$ cat config.mk
export PLATFORM = sky130hd
export DESIGN_NAME = seven_seg_scan_controller
export DESIGN_NICKNAME = d
export VERILOG_FILES = /design/src/rtl/seven_seg_scan_controller.sv
export SDC_FILE = /design/constraint.sdc
export NUM_CORES = 1
export LEC_CHECK = 0
export CAP_MARGIN = 10
export CORE_ASPECT_RATIO = 0.75
export CORE_MARGIN = 1
export CORE_UTILIZATION = 50
export DETAILED_ROUTE_END_ITERATION = 16
export GPL_TIMING_DRIVEN = 1
export PLACE_DENSITY = 0.71
export SLEW_MARGIN = 5
export SYNTH_ARGS = -nofsm -noshare
export SYNTH_HDL_FRONTEND = slang
export SYNTH_SLANG_ARGS = --single-unit
export TNS_END_PERCENT = 100
$ cat constraint.sdc
create_clock -name Clk -period 8 [get_ports Clk]
set_input_delay 1.6 -clock Clk [delete_from_list [all_inputs] [get_ports Clk]]
set_output_delay 1.6 -clock Clk [all_outputs]
set_load 0.1 [all_outputs]
$ cat src/rtl/seven_seg_scan_controller.sv
// rtl/seven_seg_scan_controller.sv - four-digit multiplexed seven-segment scan controller
// Staged load with frame-boundary transfer, leading-zero blanking and anti-ghost blanking.
module seven_seg_scan_controller #(
  parameter int unsigned DWELL = 50000
) (
  input  logic        Clk,
  input  logic        Reset,
  input  logic        Enable,
  input  logic [15:0] Data_In,
  input  logic        Load,
  input  logic        Blank_En,
  output logic        Load_Ack,
  output logic [3:0]  Anode,
  output logic [6:0]  Seven_Seg,
  output logic [1:0]  Digit_Sel
);

  localparam int unsigned CW = $clog2(DWELL);
  localparam logic [CW-1:0] LAST = CW'(DWELL - 1);

  typedef enum logic [1:0] {
    DIG0 = 2'd0,
    DIG1 = 2'd1,
    DIG2 = 2'd2,
    DIG3 = 2'd3
  } state_t;

  state_t          state_q, state_d;
  logic [CW-1:0]   cnt_q, cnt_d;
  logic            run_q, run_d;
  logic [15:0]     staging_q, staging_d;
  logic [15:0]     displayed_q, displayed_d;
  logic            pending_q, pending_d;
  logic            ack_q, ack_d;
  logic [3:0]      anode_q, anode_d;
  logic [6:0]      seg_q, seg_d;
  logic [1:0]      sel_q, sel_d;
  logic            transfer;
  logic [3:0]      nibble;
  logic            blank;

  function automatic logic [6:0] decode(input logic [3:0] n);
    logic [6:0] s;
    case (n)
      4'h0: s = 7'b0000001;
      4'h1: s = 7'b1001111;
      4'h2: s = 7'b0010010;
      4'h3: s = 7'b0000110;
      4'h4: s = 7'b1001100;
      4'h5: s = 7'b0100100;
      4'h6: s = 7'b0100000;
      4'h7: s = 7'b0001111;
      4'h8: s = 7'b0000000;
      4'h9: s = 7'b0000100;
      4'hA: s = 7'b0000010;
      4'hB: s = 7'b1100000;
      4'hC: s = 7'b0110001;
      4'hD: s = 7'b1000010;
      4'hE: s = 7'b0110000;
      default: s = 7'b0111000;
    endcase
    return s;
  endfunction

  always_comb begin
    state_d     = state_q;
    cnt_d       = cnt_q;
    run_d       = run_q;
    staging_d   = staging_q;
    displayed_d = displayed_q;
    pending_d   = pending_q;
    ack_d       = 1'b0;
    anode_d     = 4'b1111;
    seg_d       = 7'b1111111;
    sel_d       = 2'd0;
    transfer    = 1'b0;
    nibble      = 4'h0;
    blank       = 1'b0;

    // run_q distinguishes the first enabled edge, which must land on DIG0/count 0
    if (!Enable) begin
      state_d  = DIG0;
      cnt_d    = '0;
      run_d    = 1'b0;
      transfer = pending_q;
    end else if (!run_q) begin
      state_d = DIG0;
      cnt_d   = '0;
      run_d   = 1'b1;
    end else if (cnt_q == LAST) begin
      cnt_d = '0;
      case (state_q)
        DIG0:    state_d = DIG1;
        DIG1:    state_d = DIG2;
        DIG2:    state_d = DIG3;
        default: state_d = DIG0;
      endcase
      transfer = pending_q && (state_q == DIG3);
    end else begin
      cnt_d = cnt_q + 1'b1;
    end

    if (transfer) begin
      displayed_d = staging_q;
      pending_d   = 1'b0;
      ack_d       = 1'b1;
    end
    // A load on the transfer edge stages the new value after the old one has moved
    if (Load) begin
      staging_d = Data_In;
      pending_d = 1'b1;
    end

    case (state_d)
      DIG0: begin nibble = displayed_q[3:0];   blank = 1'b0; end
      DIG1: begin nibble = displayed_q[7:4];   blank = (displayed_q[15:4] == 12'h000); end
      DIG2: begin nibble = displayed_q[11:8];  blank = (displayed_q[15:8] == 8'h00); end
      default: begin nibble = displayed_q[15:12]; blank = (displayed_q[15:12] == 4'h0); end
    endcase

    if (Enable) begin
      anode_d = ~(4'b0001 << state_d);
      sel_d   = state_d;
      if ((cnt_d != '0) && !(Blank_En && blank)) begin
        seg_d = decode(nibble);
      end
    end
  end

  always_ff @(posedge Clk or posedge Reset) begin
    if (Reset) begin
      state_q     <= DIG0;
      cnt_q       <= '0;
      run_q       <= 1'b0;
      staging_q   <= 16'h0000;
      displayed_q <= 16'h0000;
      pending_q   <= 1'b0;
      ack_q       <= 1'b0;
      anode_q     <= 4'b1111;
      seg_q       <= 7'b1111111;
      sel_q       <= 2'd0;
    end else begin
      state_q     <= state_d;
      cnt_q       <= cnt_d;
      run_q       <= run_d;
      staging_q   <= staging_d;
      displayed_q <= displayed_d;
      pending_q   <= pending_d;
      ack_q       <= ack_d;
      anode_q     <= anode_d;
      seg_q       <= seg_d;
      sel_q       <= sel_d;
    end
  end

  assign Load_Ack  = ack_q;
  assign Anode     = anode_q;
  assign Seven_Seg = seg_q;
  assign Digit_Sel = sel_q;

endmodule
==> summary.txt <==
Routing
  • WL final: ~6 mm
  • Via count: around 2,200
  • DR pass1 iterations: 4
  • DRC errors left: 0
  • DR WL/cell: 14.2 microns
  • Post-DRT Antenna Nets: 0
  • Iter 0 DRT Violations: 179
  • Vias per Instance: approximately 5.3

CTS
  • CTS buffer count: 9
  • Post_cts resized: 0
  • Reg clk slew, reported paths: approximately 80 ps
  • TritonCTS clock tree: done
  • Htree depth: 3
  • Clk sinks: between 60 and 70
  • Post-CTS setup-driven buffer insertion count: 0
  • CTS hold repair buffers: 0
  • Clock buffer depth: 2
  • Clock Latency Late Sink: 350 ps
  • CTS Root Cell: clkbuf_8

Critical path
  • Crit-path slowest cell: mux2i_1
  • Crit path arrival time: 4800 ps
  • WP data required: 8260 ps
  • Worst reg2reg startpoint: cnt_q[0]$_DFF_PP0_
  • Crit path top cell by count: mux2_2
  • Crit-path max cell delay: 730 ps
  • CP startpoint: Enable
  • Reg2Reg Depth: 12
  • CP Max Fanout: 12
  • Cell Chain, Critical Path: clkdlybuf4s50_1, and2_0, o21ai_0, mux2i_1, mux2_2, nor2_1, a21oi_1, inv_1, ha_1, mux2_2, nand2_1, o211ai_1
  • Worst setup EP type: register
  • Critical path launch point type: input port
  • Critical path class: in -> reg

Cells and area
  • Non-Filler Instances: 413
  • Fin area: between 3000 and 4000 sq um
  • Area Overhead vs Synth: 17.8%
  • # nets final: roughly 360
  • Most common cell after layout, fill and taps aside: nand2_1
  • Layout cells sized above 1: 0.185
  • Commonest non-fill, non-tap cells in the layout: nand2_1, dfrtp_1, clkdlybuf4s50_1
  • Antenna cells: 0
  • Layout Utilization: 0.623

Logic synthesis
  • Synth top area cells: dfrtp_1, dfstp_2, nand2_1, mux2_2, ha_1
  • Post-synthesis average cell area: 10.7 sq um
  • Synthesis-stage register bit count: 64
  • Yosys top cell by area: dfrtp_1
  • Synthesized cell area: approximately 3100 sq um
  • Syn. warnings: 0
  • FFs w/ async S/R, synth: 1.00
  • Post-synth net total: between 300 and 400
  • Post-synth EDFFs: 0
  • Synth cell types: 51
  • Primary FF master, synth: dfrtp_1
  • Sequential-to-total area share from yosys stat: 0.513
  • Post-Synthesis Cells: 295
  • Synth top area share: 0.421

STA
  • Hold Slack: 471 ps
  • Worst Skew: between 8 and 9 ps
  • Final worst path period share: 0.568
  • Final setup vio count: 0
  • Final hold violations: 0
  • Worst-margin pin slew: 952 ps
  • Fin crit period: 4540 ps
  • Relative slew slack: 0.347
  • Setup TNS: 0 ps
  • Slew Viols, Final: 0
  • RSZ-0062 raised after global routing: false
  • Worst setup margin: roughly 3500 ps
  • Highest Clock Rate: around 220 MHz

Power and ir drop
  • NetSw: about 0.23 mW
  • Clock Power Share: 0.333
  • Gate power share: 0.173
  • Sw Ratio: 0.311
  • Peak supply drop: 130 uV
  • Total power: 0.747 mW
  • Internal power: 0.515 mW
  • Seq pwr share: 0.495
  • P per Cell Area: between 200 and 250 nW/um^2
  • Lkg Pwr: 1.56 nW

Floorplan
  • Die outline area: 6620 sq um
  • Initial Util: 0.529
  • # IOs: 35
  • Die span in x: 93.6 microns
  • Placement Rows: 24
  • Die H: 70.7 microns
  • Core box area: around 5900 sq um

Placed design
  • Port bufs: 34
  • Placed cell area: 3530 sq um
  • Placer congestion estimate: 0.856
  • Post-DP HPWL: about 4 mm
  • Pre-CTS setup slack: 3130 ps
  • Inst Count DP: 397

Outcome
  • Outcome: completed

Global routing
  • Wire length of the first global-routing pass: 9.90 mm
  • All-Layer GR Usage: 0.198
  • Congestion Overflow GR: 0
  • Largest net degree at the start of global routing: 65
  • Initial antenna violation count: 0
  • Vias in the first global route: ~2,000

Hold path
  • Hold Path Stages: 2
  • Min-delay worst type: reg -> reg
  • Hold_sp: staging_q[10]$_DFFE_PP0P_

Run
  • Maxcap violations: 0
## final timing paths
path	to	slack [ps]
max reg2reg	Seven_Seg[1]$_DFF_PP1_	4450
min reg2reg	displayed_q[10]$_DFFE_PP0P_	470
min in group asynchronous	cnt_q[0]$_DFF_PP0_	1800
max	Seven_Seg[1]$_DFF_PP1_	3460
max in group asynchronous	cnt_q[6]$_DFF_PP0_	5690
min	displayed_q[10]$_DFFE_PP0P_	470
## cells by family (layout without fill, tap and decap cells)
logic type | count (synthesis) | after routing | share of synthesized area
and+or+nand+nor | 125 | 125 | 0.192
adders and majority gates | 11 | 11 | 0.0437
DFF | 64 | 64 | 0.513
xor gates and xnor gates | 13 | 13 | 0.0362
muxes | 31 | 31 | 0.118
AOI/OAI and AO/OA | 26 | 26 | 0.0592
buffers and inverters | 25 | 65 | 0.0374
## critical path: cells and delay by family
| kind | cells | cell delay (ps) |
|---|---|---|
| muxes | 3 | 1320 |
| buffers and inverters | 2 | 690 |
| AOI/OAI and AO/OA | 3 | 560 |
| and+or+nand+nor | 3 | 390 |
| adders and majority gates | 1 | 260 |
## synth_stat cells (3+ instances only)
cell      instances
buf_4             4
nand2b_1          3
mux2i_1           9
xnor2_1          10
nand3_1           6
mux2_2           19
ha_1             11
nand2_1          68
xor2_1            3
inv_1            13
nand4_1           3
o211ai_1          3
dfrtp_1          53
nor3_1            5
clkbuf_1          3
a21oi_1           4
nor2_1           20
nor4_1            4
dfstp_2          11
o21ai_0           5
## power groups by stage
stage / clock (mW) / combinational, mW / sequential [mW]
final: 0.249 / 0.129 / 0.370
after global routing: 0.271 / 0.142 / 0.373
after CTS: 0.256 / 0.130 / 0.370
after detailed placement: 0 / 0.130 / 0.376
after global placement: 0 / 0.126 / 0.375
after floorplan: 0 / 0.0690 / 0.401
## layer usage
layer  track usage  routed length, microns
met1         0.296                    2970
met2         0.265                    2430
met3        0.0645                     370
met4        0.0803                      82
met5             0                       0
## final cells by class
cell class	instances	area, sq um
clock inverters	7	55.1
clock buffers	9	124
multi-input cells	206	1410
repair buffers	35	348
flip-flops and latches	64	1620
well taps	78	97.6
fillers	485	2240
inverters	14	52.6
## flip-flops by register name, summed over array words and instances, names as in the netlist
name,cells
cnt_q,16
displayed_q,16
staging_q,16
Seven_Seg,7
Anode,4
Digit_Sel,1
Load_Ack,1
pending_q,1
run_q,1
state_q,1
Note: power is estimated with default switching activity, not from simulation.
==> RTL edit (config.mk and constraints unchanged) <==
Take the reset off `staging_q` and load it in a clocked block of its own.
--- a/src/rtl/seven_seg_scan_controller.sv
+++ b/src/rtl/seven_seg_scan_controller.sv
@@ -132,7 +132,6 @@
       state_q     <= DIG0;
       cnt_q       <= '0;
       run_q       <= 1'b0;
-      staging_q   <= 16'h0000;
       displayed_q <= 16'h0000;
       pending_q   <= 1'b0;
       ack_q       <= 1'b0;
@@ -143,7 +142,6 @@
       state_q     <= state_d;
       cnt_q       <= cnt_d;
       run_q       <= run_d;
-      staging_q   <= staging_d;
       displayed_q <= displayed_d;
       pending_q   <= pending_d;
       ack_q       <= ack_d;
@@ -153,6 +151,10 @@
     end
   end
 
+  always_ff @(posedge Clk) begin
+    staging_q <= staging_d;
+  end
+
   assign Load_Ack  = ack_q;
   assign Anode     = anode_q;
   assign Seven_Seg = seg_q;
Function: same outputs for any inputs over 10 cycles, from zero or initial values and one cycle with Reset high; that may be too few to reach the edited logic, so the function may still have changed.
==> RTL edit against the original RTL <==
Die area decreased by 1.1%. Sequential cell count did not move. Power grew 7.3%. Via count down 1.5%. Synthesized cell count grew 0.34%. Combinational power fell by 11%. Cell count grew 0.24%. Wire length fell by 3.3%. Global-route usage is 0.55 points higher. Final area is essentially flat. Worst setup slack better by 0.45 ns. Synthesized area fell by 1.1%. Worst hold slack got worse by 0.032 ns. Highest routed layer unchanged.
==> RTL edit: results (changes against the original RTL) <==
| Metric | Value |
|---|---|
| Adder-cell share of the synthesized area | `0.0442 (+0.000492)` |
| Initial DRC count | `160 (-11%)` |
| Mux share of post-synthesis cell area | `0.0306 (-0.0875)` |
| Mapped Avg Cell Area | `10.5 um^2 (-1.4%)` |
| Met1 Usage GRT | `0.293 (-0.00303)` |
| Metal2 WL | `2470 um (+1.6%)` |
| Fin cells | `414 (+0.24%)` |
| Final instance area | `3700 um^2 (about the same)` |
| Crit-path slowest cell | `clkdlybuf4s50_1` |
| Largest net degree at the start of global routing | `49 (-25%)` |
| Share of layout cells above drive strength 1 | `0.131 (-0.0541)` |
| Net Sw Frac | `0.271 (-0.0398)` |
| Run status | `complete, no violations` |
| Fillers | `484 (-0.21%)` |
| Vias in the first global route | `2,049 (+1.4%)` |
| Top cell family by delay on the critical path | `buffers and inverters` |
| Multi-input logic area | `1290 um^2 (-8.9%)` |
| CP Max Fanout | `11 (-1)` |
| Fraction of the yosys area taken by sequential cells | `0.545 (+0.0315)` |
| Post-synth cell types | `50 (-2.0%)` |
| Async SR Flop Fraction | `0.750 (-0.250)` |
| Compound-Gate Fraction of Synth Area | `0.0812 (+0.0220)` |
| Drt total wl | `5660 um (-3.3%)` |
| Synth top cells by count | `nand2_1 (78), dfrtp_1 (37), nor2_1 (23), edfxtp_1 (16)` |
| Comb_multi_in | `208 (+0.97%)` |
| Synth top area cells | `dfrtp_1 (30%), edfxtp_1 (15%), nand2_1 (9.4%), dfstp_2 (9.3%), ha_1 (4.4%)` |
| Post-Synth XOR/XNOR Area | `0.0478 (+0.0117)` |
| Register area | `1700 um^2 (+5.0%)` |
| Placed instance count | `398 (+0.25%)` |
| Final Power | `802 uW (+7.3%)` |
| EDFF count, synth | `16 (+16)` |
| Worst VDD drop | `0.130 mV (-0.11%)` |
| Plain + repair buffers | `36 (+2.9%)` |
| Clock Skews | `0.00989 ns (+0.00145 ns)` |
RTL edit: cell count changes after synthesis, sizes merged, moves of 3 or more:
cell / unedited run / this run
mux2: 19 / 1
nor3: 6 / 2
o21ai: 6 / 9
edfxtp: 0 / 16
nand3: 6 / 12
nand2: 68 / 79
dfrtp: 53 / 37
inv: 13 / 10
nand4: 5 / 2
and3: 2 / 7
nor2: 20 / 23
RTL edit: final timing paths:
check | end | slack [ns]
worst min register to register | displayed_q[9]$_DFFE_PP0P_ | 0.44
max in group asynchronous | cnt_q[6]$_DFF_PP0_ | 5.87
worst max-delay path | Seven_Seg[3]$_DFF_PP1_ | 3.91
min in group asynchronous | cnt_q[13]$_DFF_PP0_ | 1.71
worst max register to register | Seven_Seg[3]$_DFF_PP1_ | 4.91
worst min-delay path | displayed_q[9]$_DFFE_PP0P_ | 0.44
RTL edit: tightest hold or removal path: cells and delay by family (launching register included):
kind | cells | cell delay [ns]
flops | 1 | 0.32
simple gates | 2 | 0.08
